$ cat src/rtl/lsioc_pkg.sv
// Shared LSIOC request/response encodings, TL-UL opcode enums and bridge FSM state type.
package lsioc_pkg;

  localparam logic [2:0] LsiocOpcRead  = 3'b000;
  localparam logic [2:0] LsiocOpcWrite = 3'b001;
  localparam logic [2:0] LsiocOpcXor   = 3'b111;
  localparam logic [2:0] LsiocOpcOr    = 3'b101;
  localparam logic [2:0] LsiocOpcAnd   = 3'b100;
  localparam logic [2:0] LsiocOpcSwap  = 3'b110;

  localparam logic [1:0] LsiocRspOk     = 2'b00;
  localparam logic [1:0] LsiocRspAmoErr = 2'b01;
  localparam logic [1:0] LsiocRspErr    = 2'b10;

  typedef enum logic [2:0] {
    TlPutFull    = 3'd0,
    TlPutPartial = 3'd1,
    TlArith      = 3'd2,
    TlLogical    = 3'd3,
    TlGet        = 3'd4
  } tl_a_op_e;

  typedef enum logic [2:0] {
    TlLogXor  = 3'd0,
    TlLogOr   = 3'd1,
    TlLogAnd  = 3'd2,
    TlLogSwap = 3'd3
  } tl_log_param_e;

  typedef enum logic [2:0] {
    TlAccessAck     = 3'd0,
    TlAccessAckData = 3'd1
  } tl_d_op_e;

  typedef logic [1:0] fsm_state_t;

  localparam fsm_state_t StIdle  = 2'd0;
  localparam fsm_state_t StIssue = 2'd1;
  localparam fsm_state_t StWait  = 2'd2;
  localparam fsm_state_t StResp  = 2'd3;

endpackage

$ cat src/rtl/tl_lsioc_bridge.sv
// TL-UL slave to LSIOC master bridge: one outstanding request, local deny decode and a
// response watchdog that fences off late replies from timed-out requests.
module tl_lsioc_bridge
  import lsioc_pkg::*;
#(
  parameter int unsigned    AW        = 32,
  parameter int unsigned    SW        = 4,
  parameter logic [AW-1:0]  BASE_ADDR = '0,
  parameter logic [AW-1:0]  WIN_MASK  = 'hF,
  parameter int unsigned    TIMEOUT   = 255
) (
  input  logic          lsioc_clk_i,
  input  logic          lsioc_rstn_i,
  input  logic          tl_a_valid_i,
  output logic          tl_a_ready_o,
  input  logic [2:0]    tl_a_opcode_i,
  input  logic [2:0]    tl_a_param_i,
  input  logic [1:0]    tl_a_size_i,
  input  logic [SW-1:0] tl_a_source_i,
  input  logic [AW-1:0] tl_a_address_i,
  input  logic [3:0]    tl_a_mask_i,
  input  logic [31:0]   tl_a_data_i,
  output logic          tl_d_valid_o,
  input  logic          tl_d_ready_i,
  output logic [2:0]    tl_d_opcode_o,
  output logic [1:0]    tl_d_size_o,
  output logic [SW-1:0] tl_d_source_o,
  output logic          tl_d_denied_o,
  output logic          tl_d_corrupt_o,
  output logic [31:0]   tl_d_data_o,
  output logic          lsioc_req_vld_o,
  output logic [1:0]    lsioc_req_sbsp_o,
  output logic [31:0]   lsioc_req_data_o,
  output logic [2:0]    lsioc_req_opc_o,
  output logic [1:0]    lsioc_req_bmsk_o,
  input  logic          lsioc_req_busy_i,
  input  logic          lsioc_rsp_vld_i,
  input  logic [31:0]   lsioc_rsp_data_i,
  input  logic [1:0]    lsioc_rsp_err_i,
  output logic          lsioc_rsp_busy_o
);

  fsm_state_t    state_q, state_d;
  logic          stale_q, stale_d;
  logic [31:0]   timer_q, timer_d;
  logic          req_vld_q, req_vld_d;
  logic [1:0]    req_sbsp_q, req_sbsp_d;
  logic [31:0]   req_data_q, req_data_d;
  logic [2:0]    req_opc_q, req_opc_d;
  logic [1:0]    req_bmsk_q, req_bmsk_d;
  logic          d_valid_q, d_valid_d;
  logic [2:0]    d_opcode_q, d_opcode_d;
  logic [1:0]    d_size_q, d_size_d;
  logic [SW-1:0] d_source_q, d_source_d;
  logic          d_denied_q, d_denied_d;
  logic          d_corrupt_q, d_corrupt_d;
  logic [31:0]   d_data_q, d_data_d;

  logic       dec_deny;
  logic [2:0] dec_opc;
  logic [2:0] dec_d_op;
  logic       a_fire;
  logic       rsp_accept;
  logic       rsp_err;
  logic       timeout_hit;
  logic       unused_mask;

  assign unused_mask      = ^tl_a_mask_i;
  assign tl_a_ready_o     = (state_q == StIdle);
  assign a_fire           = tl_a_valid_i & tl_a_ready_o;
  assign lsioc_rsp_busy_o = 1'b0;
  // The first reply after a timeout belongs to the abandoned request.
  assign rsp_accept       = lsioc_rsp_vld_i & ~stale_q;
  assign rsp_err          = (lsioc_rsp_err_i != LsiocRspOk);
  assign timeout_hit      = (TIMEOUT != 0) && (timer_q == TIMEOUT);

  always_comb begin
    dec_deny = 1'b0;
    dec_opc  = LsiocOpcRead;
    case (tl_a_opcode_i)
      TlGet:                   dec_opc = LsiocOpcRead;
      TlPutFull, TlPutPartial: dec_opc = LsiocOpcWrite;
      TlLogical: begin
        case (tl_a_param_i)
          TlLogXor:  dec_opc = LsiocOpcXor;
          TlLogOr:   dec_opc = LsiocOpcOr;
          TlLogAnd:  dec_opc = LsiocOpcAnd;
          TlLogSwap: dec_opc = LsiocOpcSwap;
          default:   dec_deny = 1'b1;
        endcase
      end
      default: dec_deny = 1'b1;
    endcase
    if (tl_a_size_i == 2'd3) dec_deny = 1'b1;
    if ((tl_a_address_i & ~WIN_MASK) != BASE_ADDR) dec_deny = 1'b1;
    dec_d_op = ((tl_a_opcode_i == TlPutFull) || (tl_a_opcode_i == TlPutPartial)) ?
               TlAccessAck : TlAccessAckData;
  end

  always_comb begin
    state_d     = state_q;
    stale_d     = stale_q;
    timer_d     = timer_q;
    req_vld_d   = req_vld_q;
    req_sbsp_d  = req_sbsp_q;
    req_data_d  = req_data_q;
    req_opc_d   = req_opc_q;
    req_bmsk_d  = req_bmsk_q;
    d_valid_d   = d_valid_q;
    d_opcode_d  = d_opcode_q;
    d_size_d    = d_size_q;
    d_source_d  = d_source_q;
    d_denied_d  = d_denied_q;
    d_corrupt_d = d_corrupt_q;
    d_data_d    = d_data_q;

    if (lsioc_rsp_vld_i && stale_q) stale_d = 1'b0;

    case (state_q)
      StIdle: begin
        if (a_fire) begin
          d_opcode_d = dec_d_op;
          d_size_d   = tl_a_size_i;
          d_source_d = tl_a_source_i;
          req_sbsp_d = tl_a_address_i[3:2];
          req_data_d = tl_a_data_i;
          req_opc_d  = dec_opc;
          req_bmsk_d = tl_a_size_i;
          if (dec_deny) begin
            state_d     = StResp;
            d_valid_d   = 1'b1;
            d_denied_d  = 1'b1;
            d_corrupt_d = (dec_d_op == TlAccessAckData);
            d_data_d    = '0;
          end else begin
            state_d   = StIssue;
            req_vld_d = 1'b1;
          end
        end
      end
      StIssue: begin
        if (!lsioc_req_busy_i) begin
          state_d   = StWait;
          req_vld_d = 1'b0;
          timer_d   = '0;
        end
      end
      StWait: begin
        if (rsp_accept) begin
          state_d     = StResp;
          d_valid_d   = 1'b1;
          d_denied_d  = rsp_err;
          d_corrupt_d = rsp_err && (d_opcode_q == TlAccessAckData);
          d_data_d    = rsp_err ? 32'd0 : lsioc_rsp_data_i;
        end else if (timeout_hit) begin
          state_d     = StResp;
          stale_d     = 1'b1;
          d_valid_d   = 1'b1;
          d_denied_d  = 1'b1;
          d_corrupt_d = (d_opcode_q == TlAccessAckData);
          d_data_d    = '0;
        end else begin
          timer_d = timer_q + 32'd1;
        end
      end
      StResp: begin
        if (tl_d_ready_i) begin
          state_d   = StIdle;
          d_valid_d = 1'b0;
        end
      end
      default: state_d = StIdle;
    endcase
  end

  always_ff @(posedge lsioc_clk_i or negedge lsioc_rstn_i) begin
    if (!lsioc_rstn_i) begin
      state_q     <= StIdle;
      stale_q     <= 1'b0;
      timer_q     <= '0;
      req_vld_q   <= 1'b0;
      req_sbsp_q  <= '0;
      req_data_q  <= '0;
      req_opc_q   <= '0;
      req_bmsk_q  <= '0;
      d_valid_q   <= 1'b0;
      d_opcode_q  <= '0;
      d_size_q    <= '0;
      d_source_q  <= '0;
      d_denied_q  <= 1'b0;
      d_corrupt_q <= 1'b0;
      d_data_q    <= '0;
    end else begin
      state_q     <= state_d;
      stale_q     <= stale_d;
      timer_q     <= timer_d;
      req_vld_q   <= req_vld_d;
      req_sbsp_q  <= req_sbsp_d;
      req_data_q  <= req_data_d;
      req_opc_q   <= req_opc_d;
      req_bmsk_q  <= req_bmsk_d;
      d_valid_q   <= d_valid_d;
      d_opcode_q  <= d_opcode_d;
      d_size_q    <= d_size_d;
      d_source_q  <= d_source_d;
      d_denied_q  <= d_denied_d;
      d_corrupt_q <= d_corrupt_d;
      d_data_q    <= d_data_d;
    end
  end

  assign tl_d_valid_o     = d_valid_q;
  assign tl_d_opcode_o    = d_opcode_q;
  assign tl_d_size_o      = d_size_q;
  assign tl_d_source_o    = d_source_q;
  assign tl_d_denied_o    = d_denied_q;
  assign tl_d_corrupt_o   = d_corrupt_q;
  assign tl_d_data_o      = d_data_q;
  assign lsioc_req_vld_o  = req_vld_q;
  assign lsioc_req_sbsp_o = req_sbsp_q;
  assign lsioc_req_data_o = req_data_q;
  assign lsioc_req_opc_o  = req_opc_q;
  assign lsioc_req_bmsk_o = req_bmsk_q;

endmodule
$ cat config.mk
export PLATFORM = sky130hd
export DESIGN_NAME = tl_lsioc_bridge
export DESIGN_NICKNAME = d
export VERILOG_FILES = /design/src/rtl/lsioc_pkg.sv /design/src/rtl/tl_lsioc_bridge.sv
export SDC_FILE = /design/constraint.sdc
export NUM_CORES = 1
export LEC_CHECK = 0
export BUFFER_PORTS_ARGS = -buffer_cell sky130_fd_sc_hd__buf_2
export CAP_MARGIN = 30
export CELL_PAD_IN_SITES_DETAIL_PLACEMENT = 1
export CELL_PAD_IN_SITES_GLOBAL_PLACEMENT = 2
export CORE_MARGIN = 3
export CORE_UTILIZATION = 31
export CTS_CLUSTER_DIAMETER = 150
export CTS_CLUSTER_SIZE = 40
export DETAILED_ROUTE_END_ITERATION = 10
export PLACE_DENSITY = 0.87
export SLEW_MARGIN = 30
export SYNTH_ARGS = -nofsm -noshare
export SYNTH_HDL_FRONTEND = slang
export SYNTH_SLANG_ARGS = --single-unit
export TNS_END_PERCENT = 20
$ cat constraint.sdc
create_clock -name lsioc_clk_i -period 6.3 [get_ports lsioc_clk_i]
set_input_delay 0.315 -clock lsioc_clk_i [delete_from_list [all_inputs] [get_ports lsioc_clk_i]]
set_output_delay 0.315 -clock lsioc_clk_i [all_outputs]
set_load 0.005 [all_outputs]
Word-level counts from Yosys, hierarchy flattened --
Index checks and enable logic that the tools add are counted. Widths: inputs -> output; s select.
Word-level totals: register bits 117, input bits 120, output and inout port bits 86, word-level logic and storage cells 105
Cells by class: $add $sub $neg 1, equal/unequal tests 21, multiplexer cells 45, bitwise logic cells 3, reductions and logical operators 21
Operators by type and width (number):
- $mux 32 | 8
- $pmux 32 s2 | 2
- $add 32x1->32 const B | 1
- $eq 32x8->1 const B | 1
- $reduce_bool 32->1 | 1
- $mux 1 | 21
- $reduce_and 4->1 | 4
- $mux 2 | 6
- $pmux 3 s4 | 1
- $ne 2x2->1 const B | 5
- $eq 3x1->1 const B | 3
- $eq 3x2->1 const B | 3
- $pmux 1 s2 | 4
- $pmux 2 s4 | 1
- $reduce_bool 2->1 | 4
- $eq 2x2->1 const B | 3
- $logic_not 3->1 | 2
- $pmux 3 s2 | 1
- $reduce_and 5->1 | 1
- $ne 2x1->1 const B | 2
- $reduce_or 4->1 | 1
- $eq 3x3->1 const B | 1
- $ne 3x3->1 const B | 1
- $pmux 1 s3 | 1
- other kinds (11) | 13

Logic depth before layout (Yosys ltp) --
word-level depth 9, depth in mapped cells 9, gate-level depth less buffers 8

Worst setup path after synthesis --
OpenSTA, ideal clock, no wires.
kind reg-to-reg, from register timer_q[23], to register d_data_q[10], in the netlist tl_d_data_o[10], setup time 0.132 ns, arrival time 2.302 ns, required time 6.168 ns, slack 3.866 ns, cell stages (with the launch flop) 9, path buffers 2, period minus slack after synthesis 2.434 ns, path through dfrtp_1 > or4_1 > or4_4 > o311ai_4 > o211ai_2 > buf_6 > buf_6 > nand2_1 > o21ai_1
On the way: word-level cells in the longest chain between the ends 3
RTL lines:
- from (decl) | line tl_lsioc_bridge.sv:45 | logic [31:0] timer_q, timer_d;
- from (signal assigned) | line tl_lsioc_bridge.sv:196 | timer_q <= timer_d;
- $eq 32x8->1 | line tl_lsioc_bridge.sv:75 | assign timeout_hit = (TIMEOUT != 0) && (timer_q == TIMEOUT);
- $ne 3x3->1 (no source line)
- $reduce_and 4->1 (no source line)
- to (signal assigned) | line tl_lsioc_bridge.sv:208 | d_data_q <= d_data_d;
- to (decl) | line tl_lsioc_bridge.sv:57 | logic [31:0] d_data_q, d_data_d;
No other way between the ends. A chain may end at the register's enable or synchronous reset.

Worst setup path after layout --
from register state_q[0], to register timer_q[12]
On the way: word-level cells in the longest chain between the ends 3, elaborated cells between the ends (all ways) 8, those cells by class 5 x eq/ne; 1 x mux; 2 x reduce/logical
RTL lines:
- from (decl) | line tl_lsioc_bridge.sv:43 | fsm_state_t state_q, state_d;
- from (signal assigned) | line tl_lsioc_bridge.sv:178 | state_q <= StIdle;
- from (signal assigned) | line tl_lsioc_bridge.sv:194 | state_q <= state_d;
- $eq 2x2->1 or $eq 2x1->1 (tied branches) | line tl_lsioc_bridge.sv:119 | case (state_q)
- $ne 2x2->1 (no source line) or $reduce_bool 2->1 (tied branches)
- $reduce_and 4->1 (no source line)
Several ways; a longest one is shown, not always the timed one.

==> metrics.md <==
| Metric | Value |
|---|---|
| GPL Wtd Cong | `0.774` |
| Count of state elements after synthesis | `115` |
| Worst Setup Start Kind | `flop` |
| CP startpoint | `state_q[0]` |
| FFs w/ async S/R, synth | `100%` |
| Share of cells above drive strength 1 | `39.2%` |
| Largest net degree at the start of global routing | `69` |
| Worst slew pin tran | `760 ps` |
| Crit end category | `flop` |
| Mapped Area | `5310 µm²` |
| Worst Path Max Fanout | `23` |
| Synth top area share | `54.2%` |
| All-layer global routing usage | `17.1%` |
| Final Hold Fails | `0` |
| Post-route DRC | `0` |
| Final cell count without fillers | `937` |
| Clock network power share | `34.6%` |
| ANT cells | `0` |
| WP data required | `6590 ps` |
| Final Skew | `6.29 ps` |
| Area contributors post-synth | `dfrtp_1 54%, mux2_2 8.5%, nand2_1 6.7%` |
| Worst VDD drop | `0.224 mV` |
| Die area | `18700 µm²` |
| Crit share post-route | `49.2%` |
| Core Util, Final | `42.6%` |
| Minimum hold slack | `121 ps` |
| Final setup vio count | `0` |
| H-Tree Depth | `4` |
| FF-to-FF setup slack | `3200 ps` |
| Min-delay worst type | `input pin to flop` |
| PwrDens | `399 nW/µm²` |
| Die Y | `137 µm` |
| IO Pins | `206` |
| First-pass GRT wire length | `24.9 mm` |
| Initial Utilization | `31.9%` |
| WHS Path Cells | `2` |
| Number of max-cap violations | `0` |
| Initial antenna violation count | `0` |
| Die width | `137 µm` |
| Cells after Synth | `513` |
| DRT Pass-1 Iters | `4` |
| Leading area contributor after synthesis | `dfrtp_1` |
| CP cell instances | `inv_1 > ha_1 > mux2i_1 > a21o_1 > a21oi_1 > o21ai_0 > a32o_1` |
| Clock period minus worst slack | `3100 ps` |
| Clock-pin slew of the registers on the worst-case setup and hold paths | `50 ps` |
| Slowest stage delay, CP | `670 ps` |
| Placed cell count | `905` |
| Initial DRC count | `140` |
| Crit path DAT | `3380 ps` |
| Critical-path top delay cell | `a21oi_1` |
| Setup_tns | `0 ps` |
| Combinational power share | `29.1%` |
| Distinct cell type count after synthesis | `46` |
| Hold Crit Start | `lsioc_rsp_vld_i` |
| Ys Warns | `0` |
| DP HPWL | `12.0 mm` |
| CTS sink count | `115` |
| Routed wire per std cell | `17.1 µm` |
| Post-synth EDFFs | `0` |
| Worst-skew pair later-pin latency | `410 ps` |
| Core footprint | `16600 µm²` |
| Area grow syn2layout | `33.5%` |
| Vias | `4541` |
| Root Buffer | `clkbuf_16` |
| Vias/cell | `4.85` |
| Total grt overflow | `0` |
| Slew Limit Headroom | `49.4%` |
| Hold Path Sink | `stale_q` |
| Nets | `831` |
| Post-Route WL | `16.1 mm` |
| CTS buffer count | `17` |
| Num rows | `47` |
| Seq pwr share | `36.3%` |
| Critical path class | `flop to flop` |
| Post-synthesis sequential area ratio | `54.2%` |
| Net Sw Frac | `32.0%` |
| Slew Viols, Final | `0` |
| Final antenna-violating net count | `0` |
| I/O Buffers | `196` |
| Syn Area/Cell | `10.3 µm²` |
| Reg2reg end | `timer_q[12]` |
| Internal power | `0.00192 W` |
| TritonCTS clock tree | `yes` |
| Vias in the first global route | `4860` |
| P_leak | `3.39 nW` |
| Main flop type after synthesis | `dfrtp_1` |
| Status | `finished, final reports clean` |
| RSZ-0062 raised after global routing | `false` |
| Clock Path Buffers | `2` |
| Reg2reg start | `state_q[0]` |
| Worst Reg-to-Reg Cells | `7` |
| Fmax | `0.323 GHz` |
| Psw | `0.000904 W` |
-- Yosys cell counts (all sizes together) (4+ instances only) --
master / count
dfrtp: 115
nand2: 95
o21ai: 48
mux2: 40
nor2: 33
nor4: 26
xnor2: 21
clkbuf: 19
nand3: 13
buf: 12
inv: 10
nand4: 10
and3: 7
ha: 6
nand2b: 5
nor3: 5
xor2: 5
a21oi: 4
mux2i: 4
or4: 4
-- power groups by stage --
stage	Sequential, W	Clock [W]	Combinational [W]
4_1_cts	0.00103	0.00101	0.000845
6_report	0.00103	0.000979	0.000824
5_1_grt	0.00105	0.00104	0.000927
3_5_place_dp	0.00104	0	0.000841
2_1_floorplan	0.00105	0	0.000489
3_3_place_gp	0.00103	0	0.000808
-- critical path: cells and delay by family, from the launching register on --
kind            cells  cell delay, ps
flops               1             420
compound gates      4            1640
mux                 1             210
fa+ha+maj           1             580
buf+inv             1             130
-- layer usage --
metal | share of wire, % | vias to the layer above | routed length, µm | track usage [%]
met5 | 0 | - | 0 | 0
met4 | 1.1 | 0 | 176 | 5.10
met3 | 7.2 | 14 | 1150 | 4.96
met2 | 54 | 143 | 8610 | 31.3
met1 | 38 | 2227 | 6120 | 19.0
li1 | - | 2157 | - | -
-- cell type report --
| type | count | area, µm² |
|---|---|---|
| Multi-Input combinational cell | 359 | 2250 |
| Inverter | 10 | 37.5 |
| Clock buffer | 19 | 453 |
| Clock inverter | 12 | 156 |
| Tap cell | 220 | 275 |
| Timing Repair Buffer | 202 | 1030 |
| Sequential cell | 115 | 2880 |
| Fill cell | 1958 | 9560 |
-- what timing repair did --
item	4_1_cts	5_1_grt
gates resized for setup	0	0
buffers inserted	0	0
hold buffers	1	0
endpoints found under the hold margin	37	0
-- worst max-delay path by stage --
stage                 endpoint  cells past startpoint
2_1_floorplan  tl_d_data_o[10]                      8
3_3_place_gp       timer_q[12]                      7
3_5_place_dp       timer_q[12]                      7
4_1_cts            timer_q[12]                      7
5_1_grt            timer_q[12]                      7
6_report           timer_q[12]                      7
-- sequential cells by signal, summed over array words and instances (netlist names) --
name / cells
tl_d_denied_o: 1
stale_q: 1
tl_d_size_o: 2
state_q: 2
timer_q: 32
tl_d_corrupt_o: 1
tl_d_data_o: 32
tl_d_opcode_o: 1
lsioc_req_sbsp_o: 2
tl_d_source_o: 4
lsioc_req_vld_o: 1
lsioc_req_opc_o: 3
lsioc_req_data_o: 32
tl_d_valid_o: 1
-- per-stage QoR --
step | setup WS (ps) | power [W] | instance area, µm²
after floorplan | 3870 | 0.00153 | 5310
after global routing | 2890 | 0.00302 | 7080
final | 3200 | 0.00283 | 7080
after global placement | 3420 | 0.00183 | 6460
after detailed placement | 3290 | 0.00188 | 6460
after CTS | 3200 | 0.00288 | 7080
-- logic make-up after synthesis --
logic type / share of synthesized area (%)
AOI/OAI and AO/OA: 7.45
xor gates and xnor gates: 4.29
adders and majority gates: 1.42
buffers and inverters: 3.77
DFF: 54.2
muxes: 9.25
other: 0.0707
and+or+nand+nor: 19.5
-- cells in the final DEF, fill, tap and decap left out, types with 7 or more instances in the layout --
cell type,instances
and3_1,7
buf_2,195
clkbuf_16,17
dfrtp_1,115
inv_1,10
mux2_2,40
nand2_1,94
nand3_1,13
nand4_1,10
nor2_1,32
nor4_1,26
o21ai_0,22
o21ai_1,26
xnor2_1,21
Note: power is estimated with default switching activity, not from simulation.
